$ cat src/rtl/id_stage_fwd_pkg.sv
// RV32I encoding constants and command codes shared by the decode stage.
// The command code fits in 6 bits; 0 is the NOP / killed-op code.
package id_stage_fwd_pkg;

    localparam logic [6:0] OP_LUI     = 7'b0110111;
    localparam logic [6:0] OP_AUIPC   = 7'b0010111;
    localparam logic [6:0] OP_JAL     = 7'b1101111;
    localparam logic [6:0] OP_JALR    = 7'b1100111;
    localparam logic [6:0] OP_BRANCH  = 7'b1100011;
    localparam logic [6:0] OP_LOAD    = 7'b0000011;
    localparam logic [6:0] OP_STORE   = 7'b0100011;
    localparam logic [6:0] OP_ALU_IMM = 7'b0010011;
    localparam logic [6:0] OP_ALU     = 7'b0110011;

    localparam logic [2:0] F3_ADD  = 3'd0;
    localparam logic [2:0] F3_SLL  = 3'd1;
    localparam logic [2:0] F3_SLT  = 3'd2;
    localparam logic [2:0] F3_SLTU = 3'd3;
    localparam logic [2:0] F3_XOR  = 3'd4;
    localparam logic [2:0] F3_SR   = 3'd5;
    localparam logic [2:0] F3_OR   = 3'd6;
    localparam logic [2:0] F3_AND  = 3'd7;

    localparam logic [2:0] F3_BEQ  = 3'd0;
    localparam logic [2:0] F3_BNE  = 3'd1;
    localparam logic [2:0] F3_BLT  = 3'd4;
    localparam logic [2:0] F3_BGE  = 3'd5;
    localparam logic [2:0] F3_BLTU = 3'd6;
    localparam logic [2:0] F3_BGEU = 3'd7;

    localparam logic [2:0] F3_B  = 3'd0;
    localparam logic [2:0] F3_H  = 3'd1;
    localparam logic [2:0] F3_W  = 3'd2;
    localparam logic [2:0] F3_BU = 3'd4;
    localparam logic [2:0] F3_HU = 3'd5;

    localparam logic [6:0] F7_BASE = 7'b0000000;
    localparam logic [6:0] F7_ALT  = 7'b0100000;

    localparam int RD_HI  = 11;
    localparam int RD_LO  = 7;
    localparam int RS1_HI = 19;
    localparam int RS1_LO = 15;
    localparam int RS2_HI = 24;
    localparam int RS2_LO = 20;

    typedef enum logic [5:0] {
        CmdNOP = 6'd0,
        CmdLUI, CmdAUIPC, CmdJAL, CmdJALR,
        CmdBEQ, CmdBNE, CmdBLT, CmdBGE, CmdBLTU, CmdBGEU,
        CmdLB, CmdLH, CmdLW, CmdLBU, CmdLHU,
        CmdSB, CmdSH, CmdSW,
        CmdADDI, CmdSLTI, CmdSLTIU, CmdXORI, CmdORI, CmdANDI,
        CmdSLLI, CmdSRLI, CmdSRAI,
        CmdADD, CmdSUB, CmdSLL, CmdSLT, CmdSLTU, CmdXOR,
        CmdSRL, CmdSRA, CmdOR, CmdAND
    } cmd_e;

endpackage

$ cat src/rtl/id_stage_fwd_if.sv
// Bus bundle around the decode stage: IF/ID input, regfile ports, forwarding
// sources and the ID/EX output. master = surrounding pipeline, slave = stage.
interface id_stage_fwd_if #(
    parameter int XLEN    = 32,
    parameter int NUM_FWD = 2,
    parameter int CMD_W   = 6,
    parameter int RA_W    = 5,
    parameter int CNT_W   = 16
);
    logic                          flush_in;
    logic                          in_valid;
    logic                          in_ready;
    logic [XLEN-1:0]               in_pc;
    logic [31:0]                   in_instru;
    logic                          reg1_read;
    logic [RA_W-1:0]               reg1addr;
    logic                          reg2_read;
    logic [RA_W-1:0]               reg2addr;
    logic [XLEN-1:0]               reg1_data;
    logic [XLEN-1:0]               reg2_data;
    logic [NUM_FWD-1:0]            fwd_valid;
    logic [NUM_FWD-1:0]            fwd_is_load;
    logic [NUM_FWD-1:0][RA_W-1:0]  fwd_addr;
    logic [NUM_FWD-1:0][XLEN-1:0]  fwd_data;
    logic                          out_valid;
    logic                          out_ready;
    logic [XLEN-1:0]               out_reg1;
    logic [XLEN-1:0]               out_reg2;
    logic [RA_W-1:0]               out_rd;
    logic                          out_we;
    logic [CMD_W-1:0]              out_cmd;
    logic [XLEN-1:0]               out_imm;
    logic [XLEN-1:0]               out_pc;
    logic                          out_illegal;
    logic [CNT_W-1:0]              stall_cnt;

    modport master (
        output flush_in, in_valid, in_pc, in_instru, reg1_data, reg2_data,
               fwd_valid, fwd_is_load, fwd_addr, fwd_data, out_ready,
        input  in_ready, reg1_read, reg1addr, reg2_read, reg2addr, out_valid,
               out_reg1, out_reg2, out_rd, out_we, out_cmd, out_imm, out_pc,
               out_illegal, stall_cnt
    );

    modport slave (
        input  flush_in, in_valid, in_pc, in_instru, reg1_data, reg2_data,
               fwd_valid, fwd_is_load, fwd_addr, fwd_data, out_ready,
        output in_ready, reg1_read, reg1addr, reg2_read, reg2addr, out_valid,
               out_reg1, out_reg2, out_rd, out_we, out_cmd, out_imm, out_pc,
               out_illegal, stall_cnt
    );
endinterface

$ cat src/rtl/id_stage_fwd_decoder.sv
// Combinational RV32I decoder: command, immediate, rd/we and source operands.
// Any illegal encoding collapses to an all-zero op with only illegal set.
module id_decoder
    import id_stage_fwd_pkg::*;
#(
    parameter int XLEN = 32,
    parameter int RA_W = 5
) (
    input  logic [31:0]     instru,
    output cmd_e            cmd,
    output logic [XLEN-1:0] imm,
    output logic [RA_W-1:0] rd,
    output logic            we,
    output logic [RA_W-1:0] rs1,
    output logic [RA_W-1:0] rs2,
    output logic            rs1_en,
    output logic            rs2_en,
    output logic            illegal
);
    logic [6:0]  op, f7;
    logic [2:0]  f3;
    logic [31:0] imm32, i_imm, shamt;
    cmd_e        c;
    logic        w, u1, u2, bad;

    assign op    = instru[6:0];
    assign f3    = instru[14:12];
    assign f7    = instru[31:25];
    assign i_imm = {{20{instru[31]}}, instru[31:20]};
    assign shamt = {26'b0, instru[25:20]};

    always_comb begin
        c = CmdNOP; imm32 = '0; w = 1'b0; u1 = 1'b0; u2 = 1'b0; bad = 1'b0;
        case (op)
            OP_LUI:   begin c = CmdLUI;   imm32 = {instru[31:12], 12'b0}; w = 1'b1; end
            OP_AUIPC: begin c = CmdAUIPC; imm32 = {instru[31:12], 12'b0}; w = 1'b1; end
            OP_JAL: begin
                c = CmdJAL; w = 1'b1;
                imm32 = {{11{instru[31]}}, instru[31], instru[19:12], instru[20], instru[30:21], 1'b0};
            end
            OP_JALR: begin
                c = CmdJALR; imm32 = i_imm; w = 1'b1; u1 = 1'b1; bad = (f3 != 3'd0);
            end
            OP_BRANCH: begin
                u1 = 1'b1; u2 = 1'b1;
                imm32 = {{19{instru[31]}}, instru[31], instru[7], instru[30:25], instru[11:8], 1'b0};
                case (f3)
                    F3_BEQ:  c = CmdBEQ;
                    F3_BNE:  c = CmdBNE;
                    F3_BLT:  c = CmdBLT;
                    F3_BGE:  c = CmdBGE;
                    F3_BLTU: c = CmdBLTU;
                    F3_BGEU: c = CmdBGEU;
                    default: bad = 1'b1;
                endcase
            end
            OP_LOAD: begin
                imm32 = i_imm; w = 1'b1; u1 = 1'b1;
                case (f3)
                    F3_B:    c = CmdLB;
                    F3_H:    c = CmdLH;
                    F3_W:    c = CmdLW;
                    F3_BU:   c = CmdLBU;
                    F3_HU:   c = CmdLHU;
                    default: bad = 1'b1;
                endcase
            end
            OP_STORE: begin
                u1 = 1'b1; u2 = 1'b1;
                imm32 = {{20{instru[31]}}, instru[31:25], instru[11:7]};
                case (f3)
                    F3_B:    c = CmdSB;
                    F3_H:    c = CmdSH;
                    F3_W:    c = CmdSW;
                    default: bad = 1'b1;
                endcase
            end
            OP_ALU_IMM: begin
                imm32 = i_imm; w = 1'b1; u1 = 1'b1;
                case (f3)
                    F3_ADD:  c = CmdADDI;
                    F3_SLT:  c = CmdSLTI;
                    F3_SLTU: c = CmdSLTIU;
                    F3_XOR:  c = CmdXORI;
                    F3_OR:   c = CmdORI;
                    F3_AND:  c = CmdANDI;
                    // shamt[5] lives in f7[0], so a non-exact f7 also rejects 64-bit shifts
                    F3_SLL: begin
                        c = CmdSLLI; imm32 = shamt; bad = (f7 != F7_BASE);
                    end
                    default: begin
                        imm32 = shamt;
                        if (f7 == F7_BASE)     c = CmdSRLI;
                        else if (f7 == F7_ALT) c = CmdSRAI;
                        else                   bad = 1'b1;
                    end
                endcase
            end
            OP_ALU: begin
                w = 1'b1; u1 = 1'b1; u2 = 1'b1;
                if (f7 == F7_BASE) begin
                    case (f3)
                        F3_ADD:  c = CmdADD;
                        F3_SLL:  c = CmdSLL;
                        F3_SLT:  c = CmdSLT;
                        F3_SLTU: c = CmdSLTU;
                        F3_XOR:  c = CmdXOR;
                        F3_SR:   c = CmdSRL;
                        F3_OR:   c = CmdOR;
                        default: c = CmdAND;
                    endcase
                end else if (f7 == F7_ALT && f3 == F3_ADD) c = CmdSUB;
                else if (f7 == F7_ALT && f3 == F3_SR)      c = CmdSRA;
                else                                       bad = 1'b1;
            end
            default: bad = 1'b1;
        endcase
        if (bad) begin
            c = CmdNOP; imm32 = '0; w = 1'b0; u1 = 1'b0; u2 = 1'b0;
        end
    end

    assign cmd     = c;
    assign imm     = XLEN'($signed(imm32));
    assign we      = w;
    assign illegal = bad;
    assign rd      = w  ? RA_W'(instru[RD_HI:RD_LO])   : '0;
    assign rs1     = u1 ? RA_W'(instru[RS1_HI:RS1_LO]) : '0;
    assign rs2     = u2 ? RA_W'(instru[RS2_HI:RS2_LO]) : '0;
    assign rs1_en  = u1;
    assign rs2_en  = u2;

endmodule

$ cat src/rtl/id_stage_fwd.sv
// Decode stage with prioritised operand forwarding, load-use stall and the
// registered ID/EX boundary (valid/ready). Source 0 is youngest and wins.
module id_stage_fwd
    import id_stage_fwd_pkg::*;
#(
    parameter int XLEN    = 32,
    parameter int NUM_FWD = 2,
    parameter int CMD_W   = 6,
    parameter int RA_W    = 5,
    parameter int CNT_W   = 16
) (
    input  logic          clk_in,
    input  logic          rst_in,
    id_stage_fwd_if.slave bus
);
    cmd_e                  dec_cmd;
    logic [XLEN-1:0]       dec_imm;
    logic [RA_W-1:0]       dec_rd;
    logic                  dec_we, dec_illegal;
    logic [1:0][RA_W-1:0]  rs_addr;
    logic [1:0]            rs_en, haz;
    logic [1:0][XLEN-1:0]  rf_data, opnd;
    logic                  hazard, out_busy, in_ready, accept, stall_inc;

    logic                  out_valid, r_we, r_illegal;
    logic [XLEN-1:0]       r_reg1, r_reg2, r_imm, r_pc;
    logic [RA_W-1:0]       r_rd;
    logic [CMD_W-1:0]      r_cmd;
    logic [CNT_W-1:0]      r_stall;

    id_decoder #(.XLEN(XLEN), .RA_W(RA_W)) u_dec (
        .instru  (bus.in_instru),
        .cmd     (dec_cmd),
        .imm     (dec_imm),
        .rd      (dec_rd),
        .we      (dec_we),
        .rs1     (rs_addr[0]),
        .rs2     (rs_addr[1]),
        .rs1_en  (rs_en[0]),
        .rs2_en  (rs_en[1]),
        .illegal (dec_illegal)
    );

    assign bus.reg1_read = rs_en[0];
    assign bus.reg1addr  = rs_addr[0];
    assign bus.reg2_read = rs_en[1];
    assign bus.reg2addr  = rs_addr[1];
    assign rf_data[0]    = bus.reg1_data;
    assign rf_data[1]    = bus.reg2_data;

    // Scan oldest to youngest so the lowest matching index overrides the rest.
    always_comb begin
        opnd = '0;
        haz  = '0;
        for (int p = 0; p < 2; p++) begin
            opnd[p] = rf_data[p];
            for (int i = NUM_FWD - 1; i >= 0; i--) begin
                if (bus.fwd_valid[i] && bus.fwd_addr[i] == rs_addr[p]) begin
                    opnd[p] = bus.fwd_data[i];
                    haz[p]  = bus.fwd_is_load[i];
                end
            end
            if (rs_addr[p] == '0) begin
                opnd[p] = '0;
                haz[p]  = 1'b0;
            end
        end
    end

    assign hazard    = |haz;
    assign out_busy  = out_valid && !bus.out_ready;
    assign in_ready  = !hazard && !bus.flush_in && !out_busy;
    assign accept    = bus.in_valid && in_ready;
    assign stall_inc = bus.in_valid && hazard && !bus.flush_in && !out_busy;

    always_ff @(posedge clk_in or negedge rst_in) begin
        if (!rst_in) begin
            out_valid <= 1'b0;
            r_reg1    <= '0;
            r_reg2    <= '0;
            r_rd      <= '0;
            r_we      <= 1'b0;
            r_cmd     <= '0;
            r_imm     <= '0;
            r_pc      <= '0;
            r_illegal <= 1'b0;
            r_stall   <= '0;
        end else begin
            if (bus.flush_in) begin
                out_valid <= 1'b0;
            end else if (accept) begin
                out_valid <= 1'b1;
                r_reg1    <= opnd[0];
                r_reg2    <= opnd[1];
                r_rd      <= dec_rd;
                r_we      <= dec_we;
                r_cmd     <= CMD_W'(dec_cmd);
                r_imm     <= dec_imm;
                r_pc      <= bus.in_pc;
                r_illegal <= dec_illegal;
            end else if (bus.out_ready) begin
                out_valid <= 1'b0;
            end
            if (stall_inc && r_stall != '1)
                r_stall <= r_stall + CNT_W'(1);
        end
    end

    assign bus.in_ready    = in_ready;
    assign bus.out_valid   = out_valid;
    assign bus.out_reg1    = r_reg1;
    assign bus.out_reg2    = r_reg2;
    assign bus.out_rd      = r_rd;
    assign bus.out_we      = r_we;
    assign bus.out_cmd     = r_cmd;
    assign bus.out_imm     = r_imm;
    assign bus.out_pc      = r_pc;
    assign bus.out_illegal = r_illegal;
    assign bus.stall_cnt   = r_stall;

endmodule
$ cat src/flat_wrapper.sv
// flat-port wrapper written by rule: the top's interface ports become plain ports
module id_stage_fwd_flat import id_stage_fwd_pkg::*;
#(
    parameter int XLEN    = 32,
    parameter int NUM_FWD = 2,
    parameter int CMD_W   = 6,
    parameter int RA_W    = 5,
    parameter int CNT_W   = 16
)
  (clk_in, rst_in, bus_flush_in, bus_in_valid, bus_in_pc, bus_in_instru, bus_reg1_data, bus_reg2_data, bus_fwd_valid, bus_fwd_is_load, bus_fwd_addr, bus_fwd_data, bus_out_ready, bus_in_ready, bus_reg1_read, bus_reg1addr, bus_reg2_read, bus_reg2addr, bus_out_valid, bus_out_reg1, bus_out_reg2, bus_out_rd, bus_out_we, bus_out_cmd, bus_out_imm, bus_out_pc, bus_out_illegal, bus_stall_cnt);
  id_stage_fwd_if #(.XLEN(XLEN), .NUM_FWD(NUM_FWD), .CMD_W(CMD_W), .RA_W(RA_W), .CNT_W(CNT_W)) bus_i ();
  input  logic clk_in;
  input  logic rst_in;
  input wire logic [$bits(bus_i.flush_in)-1:0] bus_flush_in;
  input wire logic [$bits(bus_i.in_valid)-1:0] bus_in_valid;
  input wire logic [$bits(bus_i.in_pc)-1:0] bus_in_pc;
  input wire logic [$bits(bus_i.in_instru)-1:0] bus_in_instru;
  input wire logic [$bits(bus_i.reg1_data)-1:0] bus_reg1_data;
  input wire logic [$bits(bus_i.reg2_data)-1:0] bus_reg2_data;
  input wire logic [$bits(bus_i.fwd_valid)-1:0] bus_fwd_valid;
  input wire logic [$bits(bus_i.fwd_is_load)-1:0] bus_fwd_is_load;
  input wire logic [$bits(bus_i.fwd_addr)-1:0] bus_fwd_addr;
  input wire logic [$bits(bus_i.fwd_data)-1:0] bus_fwd_data;
  input wire logic [$bits(bus_i.out_ready)-1:0] bus_out_ready;
  output wire logic [$bits(bus_i.in_ready)-1:0] bus_in_ready;
  output wire logic [$bits(bus_i.reg1_read)-1:0] bus_reg1_read;
  output wire logic [$bits(bus_i.reg1addr)-1:0] bus_reg1addr;
  output wire logic [$bits(bus_i.reg2_read)-1:0] bus_reg2_read;
  output wire logic [$bits(bus_i.reg2addr)-1:0] bus_reg2addr;
  output wire logic [$bits(bus_i.out_valid)-1:0] bus_out_valid;
  output wire logic [$bits(bus_i.out_reg1)-1:0] bus_out_reg1;
  output wire logic [$bits(bus_i.out_reg2)-1:0] bus_out_reg2;
  output wire logic [$bits(bus_i.out_rd)-1:0] bus_out_rd;
  output wire logic [$bits(bus_i.out_we)-1:0] bus_out_we;
  output wire logic [$bits(bus_i.out_cmd)-1:0] bus_out_cmd;
  output wire logic [$bits(bus_i.out_imm)-1:0] bus_out_imm;
  output wire logic [$bits(bus_i.out_pc)-1:0] bus_out_pc;
  output wire logic [$bits(bus_i.out_illegal)-1:0] bus_out_illegal;
  output wire logic [$bits(bus_i.stall_cnt)-1:0] bus_stall_cnt;
  assign bus_i.flush_in = bus_flush_in;
  assign bus_i.in_valid = bus_in_valid;
  assign bus_i.in_pc = bus_in_pc;
  assign bus_i.in_instru = bus_in_instru;
  assign bus_i.reg1_data = bus_reg1_data;
  assign bus_i.reg2_data = bus_reg2_data;
  assign bus_i.fwd_valid = bus_fwd_valid;
  assign bus_i.fwd_is_load = bus_fwd_is_load;
  assign bus_i.fwd_addr = bus_fwd_addr;
  assign bus_i.fwd_data = bus_fwd_data;
  assign bus_i.out_ready = bus_out_ready;
  assign bus_in_ready = bus_i.in_ready;
  assign bus_reg1_read = bus_i.reg1_read;
  assign bus_reg1addr = bus_i.reg1addr;
  assign bus_reg2_read = bus_i.reg2_read;
  assign bus_reg2addr = bus_i.reg2addr;
  assign bus_out_valid = bus_i.out_valid;
  assign bus_out_reg1 = bus_i.out_reg1;
  assign bus_out_reg2 = bus_i.out_reg2;
  assign bus_out_rd = bus_i.out_rd;
  assign bus_out_we = bus_i.out_we;
  assign bus_out_cmd = bus_i.out_cmd;
  assign bus_out_imm = bus_i.out_imm;
  assign bus_out_pc = bus_i.out_pc;
  assign bus_out_illegal = bus_i.out_illegal;
  assign bus_stall_cnt = bus_i.stall_cnt;
  id_stage_fwd #(.XLEN(XLEN), .NUM_FWD(NUM_FWD), .CMD_W(CMD_W), .RA_W(RA_W), .CNT_W(CNT_W)) u_core (.clk_in(clk_in), .rst_in(rst_in), .bus(bus_i));
endmodule
$ cat config.mk
export PLATFORM = sky130hd
export DESIGN_NAME = id_stage_fwd_flat
export DESIGN_NICKNAME = d
export VERILOG_FILES = /design/src/rtl/id_stage_fwd_pkg.sv /design/src/rtl/id_stage_fwd_if.sv /design/src/rtl/id_stage_fwd_decoder.sv /design/src/rtl/id_stage_fwd.sv /design/src/flat_wrapper.sv
export SDC_FILE = /design/constraint.sdc
export NUM_CORES = 1
export LEC_CHECK = 0
export CORE_MARGIN = 2
export CORE_UTILIZATION = 45
export DETAILED_ROUTE_END_ITERATION = 7
export PLACE_DENSITY = 0.89
export REMOVE_ABC_BUFFERS = 1
export SETUP_SLACK_MARGIN = 0.05
export SYNTH_ARGS = -nofsm -noshare
export SYNTH_HDL_FRONTEND = slang
export SYNTH_SLANG_ARGS = --single-unit
$ cat constraint.sdc
create_clock -name clk_in -period 5.68 [get_ports clk_in]
set_input_delay 1.136 -clock clk_in [delete_from_list [all_inputs] [get_ports clk_in]]
set_output_delay 1.136 -clock clk_in [all_outputs]
set_load 0.01 [all_outputs]
==> key figures <==
Setup path
  • Critical Path RT: 4540 ps
  • Worst Path Arrival: 4260 ps
  • Type of the worst setup path: in2out
  • Reg2reg path depth: 6
  • Reg2Reg Launch Point: u_core.bus.stall_cnt[0]$_DFFE_PN0P_
  • RR Endpoint: u_core.bus.stall_cnt[1]$_DFFE_PN0P_
  • CP max FO: 4
  • Worst R2R Setup Slack: 3500 ps
  • Setup crit start kind: input pin
  • Crit end category: output port

Floorplan
  • Die area: 22700 um2
  • IO Pins: 382
  • Initial core utilization: 45.91%
  • Die W: 150.7 um
  • # rows: 53
  • CORE AREA: 21090 um2
  • Die Y: 150.7 um

Clocking
  • CTS H-tree lvls: 4
  • PostCTS Resize Cnt: 5
  • Total clock sinks: 158
  • Clock latency on the worst-skew pair: 430 ps
  • Clock transition at path regs: 80 ps
  • Num CTS Buffers: 17
  • TritonCTS clock tree: built
  • CTS root buf: clkbuf_16
  • Post-CTS Setup Repair Bufs: 0
  • CTS max path bufs: 2
  • Hold-fix buffers at CTS: 0

GRT
  • Overflow after GRT: 0
  • GRT Overall Usage: 29.05%
  • Number of global-route vias before repair: 9258
  • First-pass GRT wire length: 51140 um
  • Initial antenna violation count: 1
  • Largest net degree at the start of global routing: 72

Outcome
  • Outcome: complete, no violations

Logic synthesis
  • Synth Instances: 927
  • Sequential fraction of the synthesis area: 40.84%
  • Syn avg cell area: 10.44 um2
  • Post-Synth XOR/XNOR Area: 2.714%
  • Yosys reg bits: 158
  • Fraction of synthesized area in multiplexers: 23.94%
  • Post-synthesis cell area: 9681 um2
  • Synth Area in Compound Gates: 15.10%
  • Yosys cell types: 69
  • Most common flop cell mapped by yosys: dfrtp_1
  • Post-Synth Adder-Cell Area: 0.1292%
  • Ys async rst share: 100.0%
  • Simple-gate share of the synthesized area: 12.81%
  • Ys Warns: 0
  • EDFF count, synth: 0
  • Main combinational cell family by area after synthesis: multiplexers

Power and ir drop
  • Sw power: 818.6 uW
  • Pint: 2157 uW
  • Comb pwr share: 20.1%
  • Switching Share: 27.51%
  • Leakage: 0.006292 uW
  • PwrDens: 201.5 nW/um2
  • Worst vdd ir: 178.1 uV
  • Power share of the clock group: 39.5%
  • Sequential Power Share: 40.5%

Detailed routing
  • Average wire per standard cell: 20.96 um
  • Pre-Repair DR Iteration Count: 5
  • 1st-iter DRT viols: 514
  • Final WL: 33890 um
  • DRC Markers: 0
  • ANT nets after route: 0
  • Vias per cell: 5.694
  • Routed vias: 9207

STA
  • RSZ-0062 raised after global routing: false
  • Clk_skew: 12.98 ps
  • Max Slew Vio Count: 0
  • Final setup fails: 0
  • Worst-margin pin slew: 831.5 ps
  • Period utilization: 94.97%
  • Slew margin rel.: 44.14%
  • F_max: 185.4 MHz
  • Final Hold Fails: 0
  • Min Tclk post-route: 5395 ps

Finish
  • Most frequent cells in the layout: 379 x clkdlybuf4s50_1, 158 x dfrtp_1, 72 x mux2_4
  • Fillcell total: 1534
  • P&R area growth vs syn: 52.57%
  • Post-layout util: 70.04%
  • Fin area: 14770 um2
  • Area of the multi-input gates: 5365 um2
  • Nets@finish: 1540
  • Final non-filler cell total: 1617
  • Commonest non-fill, non-tap cell in the layout: clkdlybuf4s50_1
  • Layout cells sized above 1: 18.79%
  • Register area: 3954 um2

Hold path
  • Worst Hold End: u_core.bus.out_pc[0]$_DFFE_PN0P_
  • Hold_sp: u_core.bus.out_pc[0]$_DFFE_PN0P_
  • Hold path depth: 1
  • Worst Hold Class: reg2reg

Place
  • DP HPWL: 25570 um
  • Dpl cells: 1584
  • Gpl congestion: 0.9244
  • DP Area: 14150 um2
  • Input/output buffers: 381

Job
  • Max Cap Viol: 0
-- Yosys cell counts, drive strengths merged (3+ instances only) --
| cell type | count | area [um2] |
|---|---|---|
| xor2 | 4 | 35.03 |
| nor4bb | 5 | 50.05 |
| and4 | 4 | 35.03 |
| buf | 33 | 226.5 |
| nand3b | 4 | 30.03 |
| clkbuf | 42 | 157.7 |
| inv | 13 | 48.80 |
| a211oi | 36 | 270.3 |
| xnor2 | 26 | 227.7 |
| a21oi | 71 | 355.3 |
| nand2 | 47 | 176.4 |
| o31ai | 10 | 75.07 |
| and3 | 18 | 112.6 |
| mux2i | 65 | 650.6 |
| nand3 | 14 | 70.07 |
| nand2b | 9 | 56.30 |
| dfrtp | 158 | 3954 |
| mux2 | 124 | 1667 |
| a311oi | 3 | 32.53 |
| or3 | 3 | 18.77 |
| a31oi | 7 | 43.79 |
| o41ai | 9 | 78.83 |
| nor2 | 64 | 245.2 |
| o21ai | 66 | 330.3 |
| nor3 | 18 | 121.4 |
| nor2b | 5 | 31.28 |
| a22oi | 6 | 45.04 |
| nor4 | 6 | 43.79 |
| or2 | 6 | 37.54 |
| nand4 | 18 | 127.6 |
-- metrics by stage --
step / worst slack [ps] / TNS [ps] / hold slack [ps] / total power, uW
floorplan: -5684 / -730930 / 519.1 / 1440
global placement: 54.64 / 0 / 468.5 / 1806
detailed placement: 8.375 / 0 / 478.4 / 1818
CTS: 314.3 / 0 / 494.0 / 2993
global route: 67.68 / 0 / 514.0 / 3088
finish: 285.4 / 0 / 490.2 / 2976
-- worst max-delay path, stage by stage --
cell and delay (ps):
clkdlybuf4s50_1 490, or4_4 630, nor4_4 320, a21o_2 200, and4_1 260, xnor2_1 180, o2111ai_4 170, mux2i_2 250
o311ai_4 140, nor3b_1 180, dlygate4sd2_1 290
-- worst max path at each step --
stage | slack, ps | cells after the start | startpoint | end
global route | 70 | 13 | bus_in_instru[25] | bus_in_ready
detailed placement | 8 | 13 | bus_in_instru[3] | bus_in_ready
finish | 290 | 11 | bus_in_instru[25] | bus_in_ready
CTS | 310 | 13 | bus_in_instru[25] | bus_in_ready
global placement | 50 | 12 | bus_in_instru[3] | bus_in_ready
floorplan | -5680 | 11 | bus_in_instru[25] | u_core.bus.out_illegal$_DFFE_PN0P_
-- power groups by stage --
stage          Combinational (uW)  Sequential (uW)  Clock, uW
6_report                      597             1200       1170
3_3_place_gp                  585             1220          0
2_1_floorplan                 194             1250          0
5_1_grt                       635             1210       1240
3_5_place_dp                  593             1220          0
4_1_cts                       597             1200       1190
-- layer usage --
layer | global-route usage, % | routed length (um) | vias to the layer above
li1 | - | - | 4240
met1 | 36.09 | 13250 | 4451
met2 | 50.07 | 17020 | 444
met3 | 6.545 | 2687 | 72
met4 | 9.486 | 934 | 0
met5 | 0 | 0 | -
-- cell families after synthesis --
kind of cell               after synthesis
DFF                                    158
AOI/OAI and AO/OA                      232
xor gates and xnor gates                30
muxes                                  189
buffers and inverters                   88
adders and majority gates                1
and+or+nand+nor                        229
-- area by class of cell --
| type | count | share of cell area [%] |
|---|---|---|
| diodes | 1 | 0.01694 |
| clock buffers | 18 | 2.906 |
| flip-flops and latches | 158 | 26.77 |
| multi-input cells | 681 | 36.33 |
| clock inverters | 14 | 1.127 |
| inverters | 13 | 0.3304 |
| repair buffers | 457 | 30.19 |
| well taps | 275 | 2.330 |
-- flip-flops by register name (all words and copies together), names as in the netlist, 5 cells and up --
signal and cells:
u_core.bus.out_rd 5, u_core.bus.out_reg1 32, u_core.bus.out_reg2 32, u_core.bus.out_imm 32
u_core.bus.out_pc 32, u_core.bus.stall_cnt 16, u_core.bus.out_cmd 6
No activity file was read; power rests on OpenSTA's default activity.
==> variant 1, RTL diff (config.mk and constraints unchanged) <==
`NUM_FWD` is set to 2 in 3 places; all go to 1.
--- a/src/rtl/id_stage_fwd_if.sv
+++ b/src/rtl/id_stage_fwd_if.sv
@@ -4,3 +4,3 @@
     parameter int XLEN    = 32,
-    parameter int NUM_FWD = 2,
+    parameter int NUM_FWD = 1,
     parameter int CMD_W   = 6,
--- a/src/rtl/id_stage_fwd.sv
+++ b/src/rtl/id_stage_fwd.sv
@@ -6,3 +6,3 @@
     parameter int XLEN    = 32,
-    parameter int NUM_FWD = 2,
+    parameter int NUM_FWD = 1,
     parameter int CMD_W   = 6,
--- a/src/flat_wrapper.sv
+++ b/src/flat_wrapper.sv
@@ -4,3 +4,3 @@
     parameter int XLEN    = 32,
-    parameter int NUM_FWD = 2,
+    parameter int NUM_FWD = 1,
     parameter int CMD_W   = 6,
Interface: changed (resized bus_fwd_addr, bus_fwd_data, bus_fwd_is_load and bus_fwd_valid); port bits go from 382 to 343. No check against the original RTL was run, so the function may have changed too.
==> variant 1 against the original RTL <==
  * Maximum frequency down 0.80%
  * Worst setup slack worse by 0.044 ns
  * Design area down 14%
  * Synthesized area down 12%
  * Cell count down 15%
  * Clock skew down 0.0060 ns
  * Power down 6.0%
  * Non-clock buffer count down 88
  * Sequential cell count unchanged
  * Die area down 11%
  * Wire length down 12%
==> variant 1: results <==
[clocking]
htree_levels = 4
ctsLongestPathBuffers = 2

[yosys]
synth.top_cells.by_area = dfrtp_1 (46%), mux2i_1 (7.6%), o21ai_0 (6.5%), mux2_1 (6.2%), o31ai_1 (4.8%)
synth_ff_type = dfrtp_1
seq_area_frac_synth = 0.462
async_flop_share = 1.00
syn_avg_cell_area_sq_um = 10.5
synth.top_cells.by_count = dfrtp_1 (158), o21ai_0 (111), mux2i_1 (65)
synth_cell_types = 62

[grt]
grt_pass1_wl_mm = 45.4
track_usage = 0.290
grt_max_degree = 96
antenna_found_initial = 4

[route]
first_pass_iters = 7
wirelength_mm = 29.7
drtIter0Drc = 589
via_per_inst = 5.86
num_vias = 8087

[setup_path]
r2r_setup_slack_ns = 3.05
crit_slowest_cell = clkdlybuf4s50_1
worst-path-max-fanout = 10
r2r-start = u_core.bus.out_valid$_DFFE_PN0P_
timing.rr.end = u_core.bus.stall_cnt[9]$_DFFE_PN0P_
arrival_ns = 4.30
crit_path_start = bus_in_instru[28]
worst_path_largest_cell_delay_ns = 0.61
crit_path_end = bus_in_ready
r2r_cells = 9

[power]
static-leakage-power_nw = 5.46
vdd_drop_max_mv = 0.198

[status]
outcome = complete, no violations

[timing]
maxSlewViolCount = 0
slew_headroom = 0.371
finalClockSkew_ns = 0.00702
finalCritPeriodShare = 0.957

[placement]
placed_cell_area_sq_mm = 0.0121
pre_cts_slack_ns = 0.196
place_congestion = 0.961
placedCellCount = 1344
portBuffers = 342
post-dp-hpwl_mm = 21.5

[final_layout]
drive_gt1_frac = 0.0944
synthToLayoutAreaGrowth_pct = 48.7
fillers = 1412

[hold_path]
hold_depth = 1
variant 1: changes by cell type after synthesis, sizes merged, moves of 7 or more:
cell    before  now
mux2       124   47
o31ai       10   86
nand4       18    6
a211oi      36    6
and2         2   13
a21oi       71   35
o41ai        9    1
nor2        64   24
nor3        18   10
o21ai       66  124
xnor2       26   19
and3        18    9
variant 1: worst min path at each step:
stage	from	to	slack [ns]
final	u_core.bus.out_pc[17]$_DFFE_PN0P_	u_core.bus.out_pc[17]$_DFFE_PN0P_	0.49
after global routing	u_core.bus.out_pc[25]$_DFFE_PN0P_	u_core.bus.out_pc[25]$_DFFE_PN0P_	0.50
after CTS	u_core.bus.out_pc[25]$_DFFE_PN0P_	u_core.bus.out_pc[25]$_DFFE_PN0P_	0.50
after detailed placement	u_core.bus.out_pc[17]$_DFFE_PN0P_	u_core.bus.out_pc[17]$_DFFE_PN0P_	0.48
after global placement	u_core.bus.out_pc[30]$_DFFE_PN0P_	u_core.bus.out_pc[30]$_DFFE_PN0P_	0.47
after floorplan	u_core.bus.stall_cnt[11]$_DFFE_PN0P_	u_core.bus.stall_cnt[11]$_DFFE_PN0P_	0.52
variant 1: cell type report:
class	instances	area share
timing repair buffer	369	0.287
clock buffer	19	0.0340
sequential	158	0.311
tap	234	0.0230
antenna	3	0.000590
clock inverter	13	0.0100
multi-input combinational	575	0.331
inverter	10	0.00295
variant 1: routing by layer:
| layer | wire, um | GRT usage | vias to the layer above |
|---|---|---|---|
| li1 | - | - | 3662 |
| met1 | 11500 | 0.361 | 3948 |
| met2 | 14500 | 0.484 | 419 |
| met3 | 2720 | 0.0756 | 56 |
| met4 | 938 | 0.119 | 2 |
| met5 | 13 | 0 | - |
variant 1: power by group:
group / internal [mW] / total (mW) / leakage, nW / switching (mW)
logic: 0.262 / 0.486 / 3.07 / 0.224
registers: 1.18 / 1.20 / 2.13 / 0.0271
clock network: 0.613 / 1.11 / 0.259 / 0.496
total: 2.05 / 2.80 / 5.46 / 0.747
variant 1: worst max-delay path: cells and delay by family:
kind | cells | cell delay (ns)
buffers and inverters | 2 | 1.10
and+or+nand+nor | 4 | 1.35
AOI/OAI and AO/OA | 4 | 0.70
variant 1: cell families after synthesis:
group,count (synthesis),share of synthesized area
adders and majority gates,1,0.00146
AOI/OAI and AO/OA,288,0.230
DFF,158,0.462
and+or+nand+nor,153,0.0989
muxes,112,0.138
buffers and inverters,80,0.0477
xor gates and xnor gates,21,0.0215
variant 1: what timing repair did:
action / in CTS / in global routing
resized for setup: 0 / 1
setup buffers: 0 / 2
endpoints found under the hold margin: 0 / 0
setup endpoints to repair: 0 / 1
==> variant 2, RTL diff (config.mk and constraints unchanged) <==
Without the edit above. Reset style: synchronous (`rst_in`), changed in one clocked block.
--- a/src/rtl/id_stage_fwd.sv
+++ b/src/rtl/id_stage_fwd.sv
@@ -75,3 +75,3 @@
 
-    always_ff @(posedge clk_in or negedge rst_in) begin
+    always_ff @(posedge clk_in) begin
         if (!rst_in) begin
Check against the original RTL: differs if rst_in is asserted again (counterexample within 4 cycles, from zero or initial values and one cycle with rst_in low); with rst_in held inactive, the same outputs for 4 cycles.
==> variant 2 against the original RTL <==
  * Synthesized area shrank 8.0%
  * Design area shrank 6.0%
  * Die area shrank 7.8%
  * Combinational power shrank 27%
  * Critical endpoint unchanged
  * Hold slack lost 0.028 ns
  * Global-route usage grew 3.5 points
  * Power shrank 7.8%
  * Wire length grew 8.4%
  * Sequential cell count is the same
  * Worst setup slack lost 0.19 ns
  * First-iteration DRC count grew 62%
==> variant 2: results <==
[status]
outcome = complete, no violations

[hold_path]
hold_depth = 2

[grt]
grt_pass1_wl_mm = 52.7
grt_pass1_vias = 9436
use_met3 = 0.0882
antenna_found_initial = 4
gr-usage-met1 = 0.419

[yosys]
seq_area_frac_synth = 0.355
synth_cell_types = 76
synth.top_cells.by_count = dfxtp_1 (158), nand3_1 (151), nand2_1 (147)
synth-compound-area-share = 0.242
synth.area.mux_share = 0.0787
synth.top_cells.by_area = dfxtp_1 (36%), nand3_1 (8.5%), mux2i_1 (7.9%), a22o_1 (6.8%), nand2_1 (6.2%)
synth_xor_area_frac = 0.00984

[power]
static-leakage-power_nw = 5.35
powerSeq_mw = 1.13
combPwrFrac = 0.158
p_sw_mw = 0.740

[placement]
post-dp-hpwl_mm = 26.7
placedCellCount = 1729
pre_cts_slack_ns = 0.0439
placed_cell_area_sq_mm = 0.0132

[clocking]
post_cts_resized = 1

[setup_path]
r2r_cells = 7
arrival_ns = 4.45
cp_top_family = buffers and inverters

[final_layout]
buffers = 449
seq_area_frac = 0.228
nNonClkInverters = 15
nClkBuffers = 19

[route]
wl_met2_mm = 17.1
wl_met3_mm = 3.55
via_per_inst = 5.89
wirelength_mm = 36.7

[timing]
worst_pin_slew_ns = 1.03

[die]
core_sq_mm = 0.0195
## variant 2: cell count changes after synthesis, moves of 11 or more
cell,delta
a21oi_1,+14
o21ai_0,-15
nand2b_1,+11
dfxtp_1,+158
a21o_1,+11
mux2_2,-44
a211oi_1,-31
a22o_1,+68
dfrtp_1,-158
mux2_4,-72
xnor2_1,-19
nand3_1,+137
nand2_1,+100
clkbuf_1,+15
## variant 2: path summary, 6_finish.rpt
kind / from / slack [ns] / to
worst max-delay path: bus_in_instru[4] / 0.1 / bus_in_ready
worst min-delay path: u_core.bus.out_cmd[3]$_SDFFE_PN0P_ / 0.46 / u_core.bus.out_cmd[3]$_SDFFE_PN0P_
worst max register to register: u_core.bus.out_valid$_SDFFE_PP0P_ / 3.20 / u_core.bus.out_reg1[3]$_SDFFE_PN0P_
worst min register to register: u_core.bus.out_cmd[3]$_SDFFE_PN0P_ / 0.46 / u_core.bus.out_cmd[3]$_SDFFE_PN0P_
